**config.mk**
```make
export PLATFORM = sky130hd
export DESIGN_NAME = vec_lsu_seq
export DESIGN_NICKNAME = d
export VERILOG_FILES = /design/src/rtl/vec_lsu_seq_pkg.sv /design/src/rtl/vec_lsu_addr_gen.sv /design/src/rtl/vec_lsu_seq.sv
export SDC_FILE = /design/constraint.sdc
export NUM_CORES = 2
export LEC_CHECK = 0
export BUFFER_PORTS_ARGS = -buffer_cell sky130_fd_sc_hd__buf_2
export CAP_MARGIN = 20
export CORE_AREA = 5 5 659 661
export CTS_CLUSTER_SIZE = 24
export DETAILED_ROUTE_END_ITERATION = 10
export DIE_AREA = 0 0 664 666
export HOLD_SLACK_MARGIN = 0.06
export PLACE_DENSITY = 0.33
export SYNTH_ARGS = -nofsm -noshare
export SYNTH_HDL_FRONTEND = slang
export SYNTH_HIERARCHICAL = 1
export SYNTH_SLANG_ARGS = --single-unit
export TNS_END_PERCENT = 100
```
**constraint.sdc**
```tcl
create_clock -name clk -period 8.34 [get_ports clk]
set_clock_uncertainty 0.15 [all_clocks]
set_input_delay 1.668 -clock clk [delete_from_list [all_inputs] [get_ports clk]]
set_output_delay 1.668 -clock clk [all_outputs]
set_load 0.05 [all_outputs]
```
**src/rtl/vec_lsu_seq_pkg.sv**
```systemverilog
// Shared types for the sequential vector load/store unit: FSM states, element widths, addressing modes.
package vec_lsu_seq_pkg;

  typedef enum logic [1:0] {
    IDLE     = 2'd0,
    REQ      = 2'd1,
    WAIT_RSP = 2'd2,
    DONE     = 2'd3
  } lsu_state_e;

  typedef enum logic [1:0] {
    EEW8  = 2'b00,
    EEW16 = 2'b01,
    EEW32 = 2'b10
  } eew_e;

  typedef enum logic [1:0] {
    UNIT    = 2'd0,
    STRIDED = 2'd1,
    INDEXED = 2'd2
  } lsu_mode_e;

  function automatic logic eew_legal(input logic [1:0] eew);
    return eew != 2'b11;
  endfunction

endpackage

```
**src/rtl/vec_lsu_addr_gen.sv**
```systemverilog
// Element address accumulator plus byte-enable and store-data lane replication.
module vec_lsu_addr_gen
  import vec_lsu_seq_pkg::*;
#(
  parameter int XLEN = 32
) (
  input  logic              clk,
  input  logic              n_reset,
  input  logic              load_i,
  input  logic              adv_i,
  input  lsu_mode_e         load_mode_i,
  input  eew_e              load_eew_i,
  input  logic [XLEN-1:0]   rs1_i,
  input  logic [XLEN-1:0]   rs2_i,
  input  eew_e              eew_i,
  input  logic [XLEN-1:0]   idx_i,
  input  logic [XLEN-1:0]   elem_i,
  output logic [XLEN-1:0]   addr_o,
  output logic [XLEN/8-1:0] be_o,
  output logic [XLEN-1:0]   wdata_o
);

  localparam int BE_W = XLEN / 8;

  logic [XLEN-1:0] acc_q;
  logic [XLEN-1:0] step_q;
  logic [XLEN-1:0] step_sel;

  // Indexed mode uses a zero step so the accumulator simply holds the base.
  always_comb begin
    step_sel = '0;
    case (load_mode_i)
      UNIT:    step_sel = XLEN'(1) << load_eew_i;
      STRIDED: step_sel = rs2_i;
      default: step_sel = '0;
    endcase
  end

  always_ff @(posedge clk or negedge n_reset) begin
    if (!n_reset) begin
      acc_q  <= '0;
      step_q <= '0;
    end else if (load_i) begin
      acc_q  <= rs1_i;
      step_q <= step_sel;
    end else if (adv_i) begin
      acc_q  <= acc_q + step_q;
    end
  end

  assign addr_o = acc_q + idx_i;

  always_comb begin
    be_o    = '1;
    wdata_o = elem_i;
    case (eew_i)
      EEW8: begin
        be_o    = BE_W'(1) << addr_o[1:0];
        wdata_o = {(XLEN/8){elem_i[7:0]}};
      end
      EEW16: begin
        be_o    = BE_W'(3) << {addr_o[1], 1'b0};
        wdata_o = {(XLEN/16){elem_i[15:0]}};
      end
      default: begin
        be_o    = '1;
        wdata_o = elem_i;
      end
    endcase
  end

endmodule

```
**src/rtl/vec_lsu_seq.sv**
```systemverilog
// Sequential vector LSU: one element per memory transaction, load results gathered into vd.
// Optional VEC_LSU_MISALIGN_CHK_EN adds misalign_err and suppresses misaligned requests.
module vec_lsu_seq
  import vec_lsu_seq_pkg::*;
#(
  parameter int XLEN = 32,
  parameter int VLEN = 512,
  parameter int VL_W = $clog2(VLEN/8) + 1
) (
  input  logic              clk,
  input  logic              n_reset,
  input  logic              start,
  input  logic              ld_inst,
  input  logic              st_inst,
  input  logic              stride_sel,
  input  logic              index_str,
  input  logic              index_unordered,
  input  logic [1:0]        eew,
  input  logic [VL_W-1:0]   vl,
  input  logic [XLEN-1:0]   rs1_data,
  input  logic [XLEN-1:0]   rs2_data,
  input  logic [VLEN-1:0]   vs2_data,
  input  logic [VLEN-1:0]   vs3_data,
  output logic              busy,
  output logic              done,
`ifdef VEC_LSU_MISALIGN_CHK_EN
  output logic              misalign_err,
`endif
  output logic              mem_req_valid,
  input  logic              mem_req_ready,
  output logic [XLEN-1:0]   mem_addr,
  output logic              mem_we,
  output logic [XLEN-1:0]   mem_wdata,
  output logic [XLEN/8-1:0] mem_be,
  input  logic              mem_rsp_valid,
  input  logic [XLEN-1:0]   mem_rdata,
  output logic [VLEN-1:0]   vd_wdata,
  output logic              vd_wr_en
);

  localparam int OFF_W = VL_W + 5;

  lsu_state_e        state_q, state_d;
  logic [VL_W-1:0]   i_q, i_d, vl_q;
  logic              ld_q;
  eew_e              eew_q;
  lsu_mode_e         mode_q, mode_sel;
  logic [VLEN-1:0]   vs2_q, vd_q, vd_d;
  logic              accept, adv, last, req_valid, misaligned;
  logic [OFF_W-1:0]  off;
  logic [XLEN-1:0]   ew_mask, idx_off, st_elem, rd_elem, addr, wdata;
  logic [XLEN/8-1:0] be;

  assign accept = start && (state_q == IDLE) && (ld_inst ^ st_inst) && eew_legal(eew);
  // Unordered indexed accesses are executed in order, same as ordered ones.
  assign mode_sel = (index_str || (index_str && index_unordered)) ? INDEXED
                  : (stride_sel ? UNIT : STRIDED);

  assign off  = OFF_W'({i_q, 3'b000}) << eew_q;
  assign last = (i_q == vl_q - VL_W'(1));

  always_comb begin
    ew_mask = '1;
    rd_elem = mem_rdata;
    case (eew_q)
      EEW8: begin
        ew_mask = XLEN'(8'hFF);
        rd_elem = (mem_rdata >> {addr[1:0], 3'b000}) & XLEN'(8'hFF);
      end
      EEW16: begin
        ew_mask = XLEN'(16'hFFFF);
        rd_elem = (mem_rdata >> {addr[1], 4'b0000}) & XLEN'(16'hFFFF);
      end
      default: begin
        ew_mask = XLEN'(32'hFFFF_FFFF);
        rd_elem = mem_rdata & XLEN'(32'hFFFF_FFFF);
      end
    endcase
  end

  assign idx_off = (mode_q == INDEXED) ? (XLEN'(vs2_q >> off) & ew_mask) : '0;
  assign st_elem = XLEN'(vd_q >> off) & ew_mask;

`ifdef VEC_LSU_MISALIGN_CHK_EN
  logic err_q;

  always_comb begin
    misaligned = 1'b0;
    case (eew_q)
      EEW16:   misaligned = addr[0];
      EEW32:   misaligned = |addr[1:0];
      default: misaligned = 1'b0;
    endcase
  end

  always_ff @(posedge clk or negedge n_reset) begin
    if (!n_reset)                            err_q <= 1'b0;
    else if (accept)                         err_q <= 1'b0;
    else if (state_q == REQ && misaligned)   err_q <= 1'b1;
  end

  assign misalign_err = done && err_q;
  assign vd_wr_en     = done && ld_q && !err_q;
`else
  assign misaligned = 1'b0;
  assign vd_wr_en   = done && ld_q;
`endif

  always_comb begin
    state_d   = state_q;
    i_d       = i_q;
    vd_d      = vd_q;
    adv       = 1'b0;
    req_valid = 1'b0;
    case (state_q)
      IDLE: begin
        if (accept) begin
          i_d     = '0;
          vd_d    = vs3_data;
          state_d = (vl == '0) ? DONE : REQ;
        end
      end
      REQ: begin
        if (misaligned) begin
          state_d = DONE;
        end else begin
          req_valid = 1'b1;
          if (mem_req_ready) begin
            if (ld_q) begin
              state_d = WAIT_RSP;
            end else begin
              adv = 1'b1;
              if (last) state_d = DONE;
              else      i_d = i_q + VL_W'(1);
            end
          end
        end
      end
      WAIT_RSP: begin
        if (mem_rsp_valid) begin
          vd_d = (vd_q & ~(VLEN'(ew_mask) << off)) | (VLEN'(rd_elem) << off);
          adv  = 1'b1;
          if (last) begin
            state_d = DONE;
          end else begin
            i_d     = i_q + VL_W'(1);
            state_d = REQ;
          end
        end
      end
      DONE:    state_d = IDLE;
      default: state_d = IDLE;
    endcase
  end

  always_ff @(posedge clk or negedge n_reset) begin
    if (!n_reset) begin
      state_q <= IDLE;
      i_q     <= '0;
      vl_q    <= '0;
      ld_q    <= 1'b0;
      eew_q   <= EEW8;
      mode_q  <= UNIT;
      vs2_q   <= '0;
      vd_q    <= '0;
    end else begin
      state_q <= state_d;
      i_q     <= i_d;
      vd_q    <= vd_d;
      if (accept) begin
        vl_q   <= vl;
        ld_q   <= ld_inst;
        eew_q  <= eew_e'(eew);
        mode_q <= mode_sel;
        vs2_q  <= vs2_data;
      end
    end
  end

  vec_lsu_addr_gen #(.XLEN(XLEN)) u_addr_gen (
    .clk         (clk),
    .n_reset     (n_reset),
    .load_i      (accept),
    .adv_i       (adv),
    .load_mode_i (mode_sel),
    .load_eew_i  (eew_e'(eew)),
    .rs1_i       (rs1_data),
    .rs2_i       (rs2_data),
    .eew_i       (eew_q),
    .idx_i       (idx_off),
    .elem_i      (st_elem),
    .addr_o      (addr),
    .be_o        (be),
    .wdata_o     (wdata)
  );

  assign busy          = (state_q != IDLE);
  assign done          = (state_q == DONE);
  assign mem_req_valid = req_valid;
  assign mem_we        = req_valid && !ld_q;
  assign mem_addr      = req_valid ? addr  : '0;
  assign mem_be        = req_valid ? be    : '0;
  assign mem_wdata     = req_valid ? wdata : '0;
  assign vd_wdata      = vd_q;

endmodule

```
==> flow_metrics.env <==
export IMPL_max_clock_path_buffers=4
export IMPL_seq_power_share_pct=21.7
export IMPL_detail_route_drc_violations=4
export IMPL_drive_above_1_share_pct=29.6
export IMPL_violations="DRC, setup timing"
export IMPL_path_class="flop to output port"
export IMPL_report_final_setup_viol=7
export IMPL_overall_power_after_layout_mw=70.4
export IMPL_layout_area_seq_um2=27800
export IMPL_final_nets=13135
export IMPL_power_per_cell_area_nw_per_um2=631
export IMPL_avgViaCountPerCell=5.85
export IMPL_final_setup_worst_slack_ps=-107
export IMPL_critical_path_arrival_ps=6630
export IMPL_asyncSetResetFlopFracSynth_pct=100
export IMPL_finalWorstPathRequiredPeriod_ps=8450
export IMPL_die_area_um2=442000
export IMPL_timing_critical_path_required_ps=6520
export IMPL_post_synth_num_cell_types=107
export IMPL_slowest_delay_ps=780
export IMPL_worst_path_dominant_cell_family="buffers and inverters"
export IMPL_largest_net_degree_at_the_start_of_global_routing=209
export IMPL_starting_density_pct=19.7
export IMPL_cp_max_fo=90
export IMPL_timing_setup_tns_ps=-262
export IMPL_hold_viol_final=0
export IMPL_num_rows=241
export IMPL_cp_end_kind="output port"
export IMPL_dieWidth_um=664
export IMPL_synthesis_nets=11332
export IMPL_grt_overflow=0
export IMPL_area_growth_syn_to_layout_pct=31.9
export IMPL_postSynthCellCount=10123
export IMPL_num_vias=104601
export IMPL_rsz_0062_raised_after_global_routing="yes"
export IMPL_multiInputGateArea_um2=52500
export IMPL_dp_final_hpwl_mm=666
export IMPL_power_leakage_nw=49.5
export IMPL_run_status="complete, but fails checks"
export IMPL_antenna_left=0
export IMPL_slew_viol_final=0
export IMPL_synth_area_um2=84500
export IMPL_hp_class="flop to flop"
export IMPL_postCtsHoldBufs=0
export IMPL_cell_internal_pwr_mw=26.7
export IMPL_cts_buffers=155
export IMPL_postLayoutCellArea_um2=111000
export IMPL_die_h_um=666
export IMPL_p_switching_mw=43.7
export IMPL_switching_share_pct=62.1
export IMPL_critical_path_startpoint_type="flop"
export IMPL_drt_pre_antenna_iters=11
export IMPL_synth_area_per_cell_um2=8.35
export IMPL_synth_seq_area_share_pct=32.8
export IMPL_grt_pass1_wl_mm=1060
export IMPL_stdcell_count=17890
export IMPL_clk_pin_slew_worst_paths_ps=90
export IMPL_cts_root_buf="sky130_fd_sc_hd__clkbuf_16"
export IMPL_portBuffers=1722
export IMPL_crit_top_cell="sky130_fd_sc_hd__buf_12"
export IMPL_synth_edff_count=0
export IMPL_prevailing_post_synth_register_cell="sky130_fd_sc_hd__dfrtp_1"
export IMPL_dp_worst_setup_slack_ps=-167
export IMPL_ordered_cell_list_for_the_critical_path="buf_12 > or3b_4 > buf_12 > buf_4 > buf_12 > mux2i_1 > o21ai_0 > a22oi_1 > o21ai_0 > a22oi_1 > nand4_1 > mux2_2 > and2_1 > buf_2"
export IMPL_core_region_area_um2=428000
export IMPL_post_drt_wl_per_cell_um=46.7
export IMPL_n_fill_cell=47154
export IMPL_antenna_found_initial=242
export IMPL_clock_tree_htree_level_count=4
export IMPL_worstPathBufferInverterCount=5
export IMPL_yosysWarningCount=6
export IMPL_worst_pin_slew_ps=1320
export IMPL_synth_seq_cells=1109
export IMPL_globalRouteTotalUtil_pct=35.9
export IMPL_drt_wl_total_mm=835
export IMPL_share_clk_of_total_power_pct=9.7
export IMPL_drv_max_cap_violation_count=0
export IMPL_final_weighted_congestion_in_routability_driven_placement=1.04
export IMPL_p_comb_share_pct=68.6
export IMPL_tritoncts="yes"
export IMPL_vias_in_the_first_global_route=98454
export IMPL_post_route_period_util_pct=101
export IMPL_max_slew_margin_rel_pct=12.1
export IMPL_latest_clock_arrival_within_the_worst_skew_pair_ps=900
export IMPL_cpMaxStageDelayCell="sky130_fd_sc_hd__buf_4"
export IMPL_drt_iter0_markers=16468
export IMPL_post_place_instance_area_um2=103000
export IMPL_power_ir_vdd_worst_uv=289
export IMPL_cts_num_sinks=1109
export IMPL_design_portCount=1724
export IMPL_place_inst=17319
export IMPL_clock_fmax_ghz=0.118
## cell usage after synthesis, types with 77 or more instances
| cell type | number | share of area (%) |
|---|---|---|
| sky130_fd_sc_hd__a22oi_1 | 230 | 2.0 |
| sky130_fd_sc_hd__mux2i_1 | 502 | 5.9 |
| sky130_fd_sc_hd__dfrtp_1 | 1109 | 33 |
| sky130_fd_sc_hd__o22ai_1 | 241 | 1.8 |
| sky130_fd_sc_hd__a211oi_1 | 100 | 0.89 |
| sky130_fd_sc_hd__a22o_1 | 203 | 2.1 |
| sky130_fd_sc_hd__clkbuf_1 | 500 | 2.2 |
| sky130_fd_sc_hd__buf_2 | 251 | 1.5 |
| sky130_fd_sc_hd__a31oi_1 | 77 | 0.57 |
| sky130_fd_sc_hd__a222oi_1 | 261 | 3.1 |
| sky130_fd_sc_hd__o21ai_0 | 464 | 2.7 |
| sky130_fd_sc_hd__a21oi_1 | 632 | 3.7 |
| sky130_fd_sc_hd__and2_1 | 95 | 0.70 |
| sky130_fd_sc_hd__buf_4 | 90 | 0.80 |
| sky130_fd_sc_hd__mux2_2 | 108 | 1.4 |
| sky130_fd_sc_hd__o211ai_1 | 88 | 0.78 |
| sky130_fd_sc_hd__nand2_1 | 2644 | 12 |
| sky130_fd_sc_hd__nor3_1 | 216 | 1.3 |
| sky130_fd_sc_hd__mux4_2 | 325 | 8.7 |
| sky130_fd_sc_hd__nand3_1 | 234 | 1.4 |
| sky130_fd_sc_hd__inv_1 | 329 | 1.5 |
| sky130_fd_sc_hd__nor2_1 | 371 | 1.6 |
## tightest hold or removal path: cells and delay by family (launching register included)
| kind | cells | cell delay (ps) |
|---|---|---|
| flip-flops | 1 | 350 |
| AND/OR/NAND/NOR | 2 | 110 |
## cells in the final DEF (no fill, tap or decap), types with 323 or more instances in the layout
master / netlist / final
sky130_fd_sc_hd__nor2_1: 371 / 335
sky130_fd_sc_hd__o21ai_0: 464 / 435
sky130_fd_sc_hd__a21oi_1: 632 / 613
sky130_fd_sc_hd__dfrtp_1: 1109 / 1105
sky130_fd_sc_hd__mux2i_1: 502 / 466
sky130_fd_sc_hd__buf_2: 251 / 1688
sky130_fd_sc_hd__inv_1: 329 / 326
sky130_fd_sc_hd__buf_4: 90 / 712
sky130_fd_sc_hd__nand2_1: 2644 / 2629
sky130_fd_sc_hd__mux4_2: 325 / 323
## area by class of cell
| cell class | count | share of cell area [%] |
|---|---|---|
| diodes | 136 | 0.305 |
| clock buffers | 234 | 4.10 |
| clock inverters | 41 | 0.384 |
| inverters | 331 | 1.13 |
| multi-input cells | 7752 | 47.1 |
| flip-flops and latches | 1109 | 24.9 |
| well taps | 5710 | 6.41 |
| repair buffers | 2577 | 15.7 |
## sequential cells by signal, summed over array words and instances, names as in the netlist
signal,flops
eew_q,2
ld_q,1
vl_q,7
vs2_q,512
vd_wdata,512
mode_q,2
u_addr_gen/step_q,32
state_q,2
i_q,7
u_addr_gen/acc_q,32
## through the flow
step	hold WS (ps)	util (%)
4_1_cts	343	25.8
3_5_place_dp	323	23.9
3_3_place_gp	318	23.9
6_report	341	26.0
5_1_grt	371	26.0
2_1_floorplan	295	-
## repair_timing
action,CTS,global route
buffers inserted,102,28
hold endpoints to repair,0,0
setup endpoints to repair,42,22
resized for setup,272,78
cloned,28,1
pin swaps,51,39
## final timing paths
check / start / end / slack, ps / depth (start not counted)
worst min register to register: mode_q[1] / mode_q[1] / 340 / 2
max in group asynchronous: n_reset / vd_wdata[429] / 5260 / 3
min in group asynchronous: n_reset / vd_wdata[199] / 690 / 1
worst max-delay path: eew_q[0] / mem_wdata[21] / -110 / 14
worst min-delay path: mode_q[1] / mode_q[1] / 340 / 2
worst max register to register: eew_q[1] / vd_wdata[317] / 1050 / 24
## power groups by stage
| stage | registers (mW) | logic, mW | clock network [mW] |
|---|---|---|---|
| 2_1_floorplan | 14.2 | 20.6 | 0 |
| 4_1_cts | 14.9 | 46.6 | 6.98 |
| 6_report | 15.2 | 48.3 | 6.83 |
| 3_3_place_gp | 14.9 | 44.5 | 0 |
| 3_5_place_dp | 14.9 | 44.5 | 0 |
| 5_1_grt | 15.0 | 49.1 | 7.16 |
## logic make-up (layout without fill, tap and decap cells)
group	Yosys count	after routing	synth area share, %
xor+xnor	63	63	0.653
compound gates	2840	2840	23.4
buf+inv	1264	3183	6.86
mux	939	939	16.1
fa+ha+maj	70	70	1.05
simple gates	3838	3840	19.1
other cells	0	136	0
flops	1109	1109	32.8
## metal layers
layer  track usage [%]  part of all wire (%)
met2              52.0                    41
met1              48.3                    43
met5                 0                 0.064
met3              11.2                    10
met4              17.0                   5.6
Note: power is estimated with default switching activity, not from simulation.
